## src/rtl/lsu_pkg.sv

```systemverilog
// ---------------------------------------------------------------------------
// lsu_pkg: shared definitions for the load/store unit.
//   DATA_W         : datapath width (fixed at 32)
//   SZ_*           : req_size encodings (2'b11 is illegal)
//   lsu_state_t    : FSM states of the load/store unit
// ---------------------------------------------------------------------------
package lsu_pkg;

    localparam int DATA_W = 32;

    localparam logic [1:0] SZ_BYTE    = 2'b00;
    localparam logic [1:0] SZ_HALF    = 2'b01;
    localparam logic [1:0] SZ_WORD    = 2'b10;
    localparam logic [1:0] SZ_ILLEGAL = 2'b11;

    typedef enum logic [1:0] {
        IDLE  = 2'd0,
        READ  = 2'd1,
        WRITE = 2'd2,
        RESP  = 2'd3
    } lsu_state_t;

endpackage

```

## src/rtl/lsu_align.sv

```systemverilog
// ---------------------------------------------------------------------------
// lsu_align: combinational lane handling for the load/store unit.
//   i_rd_word : word read from memory
//   i_wdata   : right-justified store data
//   i_lane    : byte address bits [1:0] of the access
//   i_size    : access size (SZ_BYTE / SZ_HALF / SZ_WORD)
//   i_signed  : sign-extend sub-word loads
//   o_load    : extracted, extended load result
//   o_merged  : i_rd_word with the addressed lane replaced by i_wdata
// Lanes are little-endian: byte 0 occupies bits 7:0.
// ---------------------------------------------------------------------------
module lsu_align
    import lsu_pkg::*;
(
    input  logic [DATA_W-1:0] i_rd_word,
    input  logic [DATA_W-1:0] i_wdata,
    input  logic [1:0]        i_lane,
    input  logic [1:0]        i_size,
    input  logic              i_signed,
    output logic [DATA_W-1:0] o_load,
    output logic [DATA_W-1:0] o_merged
);

    logic [4:0]        w_shamt;
    logic [DATA_W-1:0] w_shifted;
    logic [DATA_W-1:0] w_lane_mask;

    assign w_shamt   = {i_lane, 3'b000};
    assign w_shifted = i_rd_word >> w_shamt;

    // NOTE: every signal assigned in this block gets a default first, so no
    // path through the case leaves it unassigned and no latch is inferred.
    always_comb begin
        o_load      = w_shifted;
        w_lane_mask = '1;
        case (i_size)
            SZ_BYTE: begin
                o_load      = {{24{i_signed & w_shifted[7]}}, w_shifted[7:0]};
                w_lane_mask = 32'h0000_00FF << w_shamt;
            end
            SZ_HALF: begin
                o_load      = {{16{i_signed & w_shifted[15]}}, w_shifted[15:0]};
                w_lane_mask = 32'h0000_FFFF << w_shamt;
            end
            default: ;
        endcase
        // Only the addressed lane takes store data; other bytes keep memory.
        o_merged = (i_rd_word & ~w_lane_mask) | ((i_wdata << w_shamt) & w_lane_mask);
    end

endmodule

```

## src/rtl/load_store_unit.sv

```systemverilog
// ---------------------------------------------------------------------------
// load_store_unit: byte/half/word load-store stage in front of a 256x32
// word-addressed DataMemory without byte enables. Sub-word stores are done
// as read-modify-write (READ then WRITE).
//   clk, rst_n                 : clock, asynchronous active-low reset
//   req_valid/req_ready        : request handshake (ready only in IDLE)
//   req_we/size/signed/addr/wdata : request fields, latched on accept
//   resp_valid/resp_ready      : response handshake
//   resp_rdata, resp_err       : load result (0 for stores/errors), error flag
//   mem_mw/mem_mr/mem_a/mem_wd : registered DataMemory controls
//   mem_rd                     : DataMemory read data (valid while mem_mr)
// Parameter ADDR_W: word-index width (depth 2**ADDR_W). Data width is fixed
// at lsu_pkg::DATA_W = 32.
// Optional macro LSU_RANGE_CHECK_EN: flags req_addr[31:ADDR_W+2] != 0 as an
// error; otherwise upper address bits are ignored and the index wraps.
// ---------------------------------------------------------------------------
module load_store_unit
    import lsu_pkg::*;
#(
    parameter int ADDR_W = 8
) (
    input  logic              clk,
    input  logic              rst_n,
    input  logic              req_valid,
    output logic              req_ready,
    input  logic              req_we,
    input  logic [1:0]        req_size,
    input  logic              req_signed,
    input  logic [31:0]       req_addr,
    input  logic [DATA_W-1:0] req_wdata,
    output logic              resp_valid,
    input  logic              resp_ready,
    output logic [DATA_W-1:0] resp_rdata,
    output logic              resp_err,
    output logic              mem_mw,
    output logic              mem_mr,
    output logic [31:0]       mem_a,
    output logic [DATA_W-1:0] mem_wd,
    input  logic [DATA_W-1:0] mem_rd
);

    lsu_state_t        r_state;
    lsu_state_t        w_next_state;
    logic              r_we;
    logic              r_signed;
    logic [1:0]        r_size;
    logic [1:0]        r_lane;
    logic [DATA_W-1:0] r_wdata;

    logic              w_accept;
    logic              w_req_err;
    logic              w_range_err;
    logic [DATA_W-1:0] w_load;
    logic [DATA_W-1:0] w_merged;

    assign req_ready = (r_state == IDLE);
    assign w_accept  = req_valid && req_ready;

`ifdef LSU_RANGE_CHECK_EN
    assign w_range_err = |req_addr[31:ADDR_W+2];
`else
    logic w_unused_addr_hi;
    assign w_unused_addr_hi = |req_addr[31:ADDR_W+2];
    assign w_range_err      = 1'b0;
`endif

    assign w_req_err = (req_size == SZ_ILLEGAL)
                    || (req_size == SZ_HALF && req_addr[0])
                    || (req_size == SZ_WORD && req_addr[1:0] != 2'b00)
                    || w_range_err;

    lsu_align u_align (
        .i_rd_word (mem_rd),
        .i_wdata   (r_wdata),
        .i_lane    (r_lane),
        .i_size    (r_size),
        .i_signed  (r_signed),
        .o_load    (w_load),
        .o_merged  (w_merged)
    );

    // NOTE: sequential state uses non-blocking assignments so every flop
    // samples pre-edge values, independent of statement order.
    always_ff @(posedge clk or negedge rst_n) begin
        if (!rst_n) r_state <= IDLE;
        else        r_state <= w_next_state;
    end

    always_comb begin
        w_next_state = r_state;
        case (r_state)
            IDLE: begin
                if (req_valid) begin
                    if (w_req_err)                         w_next_state = RESP;
                    else if (req_we && req_size == SZ_WORD) w_next_state = WRITE;
                    else                                   w_next_state = READ;
                end
            end
            READ:    w_next_state = r_we ? WRITE : RESP;
            WRITE:   w_next_state = RESP;
            RESP:    if (resp_ready) w_next_state = IDLE;
            default: w_next_state = IDLE;
        endcase
    end

    // Strobes are registered from the next state so they line up exactly
    // with the READ / WRITE states.
    always_ff @(posedge clk or negedge rst_n) begin
        if (!rst_n) begin
            r_we       <= 1'b0;
            r_signed   <= 1'b0;
            r_size     <= SZ_BYTE;
            r_lane     <= 2'b00;
            r_wdata    <= '0;
            resp_valid <= 1'b0;
            resp_rdata <= '0;
            resp_err   <= 1'b0;
            mem_mw     <= 1'b0;
            mem_mr     <= 1'b0;
            mem_a      <= '0;
            mem_wd     <= '0;
        end else begin
            mem_mr <= (w_next_state == READ);
            mem_mw <= (w_next_state == WRITE);

            if (w_accept) begin
                r_we     <= req_we;
                r_signed <= req_signed;
                r_size   <= req_size;
                r_lane   <= req_addr[1:0];
                r_wdata  <= req_wdata;
                if (w_req_err) begin
                    resp_valid <= 1'b1;
                    resp_err   <= 1'b1;
                    resp_rdata <= '0;
                end else begin
                    mem_a  <= {{(32-ADDR_W){1'b0}}, req_addr[ADDR_W+1:2]};
                    mem_wd <= req_wdata;   // used as-is by word stores
                end
            end

            if (r_state == READ) begin
                if (r_we) begin
                    mem_wd <= w_merged;
                end else begin
                    resp_valid <= 1'b1;
                    resp_err   <= 1'b0;
                    resp_rdata <= w_load;
                end
            end

            if (r_state == WRITE) begin
                resp_valid <= 1'b1;
                resp_err   <= 1'b0;
                resp_rdata <= '0;
            end

            if (r_state == RESP && resp_ready) resp_valid <= 1'b0;
        end
    end

endmodule

```

## config.mk

```make
export PLATFORM = sky130hd
export DESIGN_NAME = load_store_unit
export DESIGN_NICKNAME = d
export VERILOG_FILES = /design/src/rtl/lsu_pkg.sv /design/src/rtl/lsu_align.sv /design/src/rtl/load_store_unit.sv
export SDC_FILE = /design/constraint.sdc
export NUM_CORES = 1
export LEC_CHECK = 0
export ABC_CLOCK_PERIOD_IN_PS = 2800
export BUFFER_PORTS_ARGS = -buffer_cell sky130_fd_sc_hd__buf_2
export CAP_MARGIN = 15
export CORE_AREA = 2 2 112 114
export CTS_BUF_LIST = sky130_fd_sc_hd__clkbuf_8
export CTS_CLUSTER_DIAMETER = 80
export DETAILED_ROUTE_END_ITERATION = 12
export DIE_AREA = 0 0 114 116
export GPL_TIMING_DRIVEN = 0
export PLACE_DENSITY_LB_ADDON = 0.05
export SYNTH_ARGS = -nofsm -noshare
export SYNTH_HDL_FRONTEND = slang
export SYNTH_SLANG_ARGS = --single-unit
export TNS_END_PERCENT = 1
```

## constraint.sdc

```tcl
create_clock -name clk -period 2.8 [get_ports clk]
set_clock_uncertainty 0.2 [all_clocks]
set_input_delay 0.56 -clock clk [delete_from_list [all_inputs] [get_ports clk]]
set_output_delay 0.56 -clock clk [all_outputs]
set_load 0.03 [all_outputs]
```

; ---- After elaboration in Yosys (flattened, before gate mapping)
; Index checks and enable logic that the tools add are counted.
[word_totals]
regBits = 116
inputBits = 104
output_inout_bits = 101
word_cells = 72
[classes]
n_eq_ne = 9
shifts = 4
mux = 28
n_bitwise = 7
reduce_logical = 11
[ops]
columns = operator, count
row1 = 32-bit two-way mux, 9
row2 = 32-bit case mux with 2 select lines, 2
row3 = 32-bit AND, 2
row4 = 32-bit NOT, 1
row5 = 32-bit OR, 1
row6 = "16-bit by 5-bit left shift with 32-bit output, first input constant", 1
row7 = 32-bit by 5-bit left shift with 32-bit output, 1
row8 = "8-bit by 5-bit left shift with 32-bit output, first input constant", 1
row9 = 32-bit by 5-bit right shift with 32-bit output, 1
row10 = 1-bit two-way mux, 12
row11 = "2-bit equality test, second input constant", 5
row12 = "2-bit by 1-bit equality test with 1-bit output, second input constant", 4
row13 = 2-bit two-way mux, 4
row14 = 2-bit case mux with 4 select lines, 1
row15 = 1-bit logical AND, 5
row16 = 2-bit logical NOT, 2
row17 = 1-bit AND, 2
row18 = 1-bit logical OR, 2
row19 = 2-bit AND reduction, 1
row20 = 2-bit nonzero test, 1
row21 = 1-bit NOT, 1

; ---- Longest topological paths before layout
[depth]
ltp_word = 10
ltp_mapped = 7
ltp_nobuf = 4

; ---- Cells and area by module
; From an unflattened synthesis, not the netlist that was laid out.
[hier_totals]
hier_cells = 778
hier_area_um2 = 6722.7
[by_module_without_submodules]
columns = module, n_inst, cells_per_inst, area_each_um2, seq_area_each_um2
row1 = load_store_unit, 1, 569, 4972.3, 2902.8
row2 = lsu_align, 1, 209, 1750.4, 0.0

; ---- Worst setup path after synthesis
; OpenSTA, ideal clock, no wires.
[synth_path]
path_type = input-to-reg
start = input port req_size[0]
end = register mem_wd[24]
setup_ns = 0.087
arrival_time_ns = 1.764
t_required_ns = 2.513
path_slack_ns = 0.748
cell_stages = 6
path_buffers = 2
cell_sequence = or3_1 clkbuf_1 a21bo_1 buf_2 mux2i_1 a22oi_1
[synth_between]
elab_chain_cells = 8
word_cells_on_any_way = 11
cone_classes = eq/ne: 3 / mux: 4 / reduce/logical: 4
[synth_lines]
columns = item, line_no
row1 = start: declaration, load_store_unit.sv:27  ; input logic [1:0] req_size,
row2 = 2-bit by 1-bit equality test with 1-bit output, load_store_unit.sv:68  ; || (req_size == SZ_HALF && req_addr[0])
row3 = 1-bit logical AND, load_store_unit.sv:68
row4 = 1-bit logical OR, load_store_unit.sv:68
row5 = 1-bit logical OR *, load_store_unit.sv:69  ; || (req_size == SZ_WORD && req_addr[1:0] != 2'b00)
row6 = 32-bit two-way mux *, load_store_unit.sv:132  ; if (w_req_err) begin
row7 = 32-bit two-way mux *, load_store_unit.sv:126  ; if (w_accept) begin
row8 = 32-bit two-way mux, load_store_unit.sv:143  ; if (r_we) begin
row9 = 32-bit two-way mux *, load_store_unit.sv:142  ; if (r_state == READ) begin
row10 = end signal: assignment, load_store_unit.sv:138  ; mem_wd <= req_wdata;
row11 = end signal: assignment, load_store_unit.sv:144  ; mem_wd <= w_merged;
row12 = end: declaration, load_store_unit.sv:38  ; output logic [DATA_W-1:0] mem_wd,
; Every way passes the cells marked *; elsewhere a longest branch is shown, timed or not.
; A chain may end at the register's enable or synchronous reset.

; ---- Worst setup path in the final report
[layout_path]
start = register r_state[1]
end = register mem_wd[22]
[layout_between]
elab_chain_cells = 5
word_cells_on_any_way = 6
cone_classes = eq/ne: 1 / mux: 3 / reduce/logical: 2
[layout_lines]
columns = item, line_no
row1 = start: declaration, load_store_unit.sv:42  ; lsu_state_t r_state;
row2 = start signal: assignment, load_store_unit.sv:86  ; else r_state <= w_next_state;
row3 = 2-bit logical NOT, load_store_unit.sv:56  ; assign req_ready = (r_state == IDLE);
row4 = 1-bit logical AND, load_store_unit.sv:57  ; assign w_accept = req_valid && req_ready;
row5 = 32-bit two-way mux, load_store_unit.sv:126
row6 = 32-bit two-way mux, load_store_unit.sv:143
row7 = 32-bit two-way mux *, load_store_unit.sv:142
; Marked as above.

==> flow_summary.yaml <==
placement:
  dp_slack_ns: 0.1240
  numPortBuffers: 158
  routabilityCongestion: 0.9088
  placed_cell_area_mm2: 0.007310
  hpwl_um: 14630
worst_setup_path:
  crit_path_start_kind: "flip-flop"
  cp.arrival_ns: 2.60
  cp_max_fo: 10
  critPathKind: "reg2reg"
  cp_slowest_cell: "a21boi_1"
  cp_data_required_time_ns: 2.96
  critPathCaptureType: "flip-flop"
  max_stage_delay_ns: 0.56
  path_cells: "nor3b_1, buf_2, a21boi_1, clkbuf_1, nand2_1, o211ai_1"
job:
  maxCapViolations: 0
drt:
  final_antenna_net_count: 0
  vias_per_cell: 5.688
  drt_pass1_iterations: 7
  drt-wirelength-per-cell_um: 19.51
  wl_um: 18900
  drt_iter0_markers: 382
  vias: 5512
  drcViolationCount: 0
clock_network:
  cts.sink_count: 116
  cts_max_level: 4
  clock_latency_ns: 0.44
  postCtsSetupBuffers: 0
  numCtsBuffers: 17
  root_buffer: "clkbuf_8"
  cts_max_path_buffers: 2
  clkSlewWorstSetupHoldPaths_ns: 0.06
  tritoncts: "yes"
final_layout:
  seq_area_mm2: 0.002903
  fin_nets: 913
  antenna_cells: 0
  stdcell_area_mm2: 0.007707
  multi_input_area_mm2: 0.002995
  area_growth_syn_to_layout_pct: 24.02
  fillers: 1027
  drive_above_1_share: 0.3418
global_route:
  grt_start_max_net_pins: 74
  grt_pass1_wl_um: 29120
  first_global_vias: 5433
  antenna_found_initial: 0
  grt_use_total: 0.2926
  overflow: 0
die:
  fp.dieW_um: 114
  num_io_pins: 205
  die_h_um: 116
  core-area_mm2: 0.01191
  dieArea_mm2: 0.01322
  initial_core_util: 0.5217
  core.rowCount: 40
pwr:
  ir_worst_vdd_mv: 0.5895
  power.density_mw_per_mm2: 1219
  p_leak_nw: 3.890
logic_synthesis:
  seq_area_frac_synth: 0.4671
  yosysMostFrequentCell: "dfrtp_1"
  synth-edff-count: 0
  synth_seq_cells: 116
  syn_avg_cell_area_um2: 10.24
  yosysWarningCount: 0
  yosys-top-cells-count: "dfrtp_1, nand2_1, mux2i_1"
  syn-cell-area_mm2: 0.006215
  yosysUniqueCellTypes: 45
  async_flop_share: 1.000
  synth_top_area_share: 0.4671
  synth_area_leaders: "dfrtp_1, mux2i_1, mux2_2, nand2_1, o211ai_1"
  synth_top_area_cell: "dfrtp_1"
  netlist_instances: 607
  synth_ff_type: "dfrtp_1"
sta:
  period_needed_ns: 2.445
  clock.fmax_mhz: 409.0
  fin_crit_sh: 0.8732
  fin_ws_ns: 0.3551
  setup_viol: 0
  worst_slew_pin_slew_ns: 0.7422
  hold_viol_final: 0
  relSlewSlack: 0.5052
  slew_viol_final: 0
  rsz0062_at_grt: "no"
min_path:
  holdCritPathClass: "in2reg"
status:
  status: "finished clean"
==> flip-flops by register name, summed over array words and instances, names as in the netlist <==
name,flops
mem_mw,1
resp_err,1
mem_a,8
mem_wd,32
r_state,2
r_signed,1
r_lane,2
r_wdata,32
resp_rdata,32
r_we,1
mem_mr,1
r_size,2
resp_valid,1
==> area by class of cell <==
type                    count  area share
plain buffers              71     0.05032
clock buffers              20     0.03571
clock inverters            12     0.01461
inverters                   4    0.001948
multi-input cells         439      0.3886
flip-flops and latches    116      0.3766
well taps                 147     0.02386
repair buffers            160      0.1083
==> critical path, delay by kind of cell, from the launching register on <==
family          cells  cell delay [ns]
simple gates        2             0.33
flops               1             0.45
compound gates      2             0.67
buf+inv             2             0.70
==> stage by stage <==
step | power (W) | cells | TNS [ns] | hold slack, ns | util
after floorplan | 0.006379 | 630 | 0 | 0.06441 | -
after global placement | 0.007725 | 935 | -44.27 | 0.2544 | 0.6108
after detailed placement | 0.007841 | 936 | 0 | 0.2610 | 0.6137
after CTS | 0.009384 | 969 | 0 | 0.08347 | 0.6471
after global routing | 0.009951 | 969 | 0 | 0.09860 | 0.6471
final | 0.009398 | 969 | 0 | 0.1045 | 0.6471
==> final timing paths <==
path,start,to,slack [ns],cells after the start
max,r_state[1]$_DFF_PN0_,mem_wd[22]$_DFF_PN0_,0.36,6
min,req_addr[4],mem_a[2]$_DFFE_PN0P_,0.10,3
max reg2reg,r_state[1]$_DFF_PN0_,mem_wd[22]$_DFF_PN0_,0.36,6
max in group asynchronous,rst_n,mem_wd[18]$_DFF_PN0_,1.30,3
min reg2reg,mem_a[6]$_DFFE_PN0P_,mem_a[6]$_DFFE_PN0P_,0.27,2
min in group asynchronous,rst_n,resp_rdata[15]$_DFF_PN0_,0.41,2
==> cells in the final DEF, fill, tap and decap left out, types with 8 or more instances in the layout <==
master and count:
nor3b_1 10, o211ai_1 32, nor2_1 28, buf_4 24, a22oi_1 8, clkbuf_1 26
a211o_1 8, dfrtp_1 116, o2bb2ai_1 15, a21oi_1 26, nand3_1 45, mux2i_1 63
nand2_1 80, a221o_1 9, mux2_2 43, conb_1 24, buf_2 170, clkbuf_8 20
==> per-layer routing <==
layer / vias up / wire length (um) / track usage
met5: - / 0 / 0
li1: 2570 / - / -
met1: 2655 / 8083 / 0.3847
met3: 39 / 1263 / 0.05753
met4: 0 / 555 / 0.1293
met2: 248 / 9000 / 0.4742
==> power breakdown <==
part	internal (W)	total, W	switching (W)
Sequential	0.00241	0.00294	0.000529
Clock	0.000844	0.00153	0.000690
Combinational	0.00181	0.00492	0.00311
Total	0.00507	0.00940	0.00433
==> logic make-up after synthesis <==
group	synth area share
compound gates	0.1508
other cells	0.0006034
simple gates	0.1337
buf+inv	0.06483
mux	0.1830
flops	0.4671
==> timing repair <==
| item | in CTS | in global routing |
|---|---|---|
| resized for setup | 0 | 0 |
| endpoints found under the hold margin | 43 | 0 |
| hold buffers | 1 | 0 |
No activity file was read; power rests on OpenSTA's default activity.
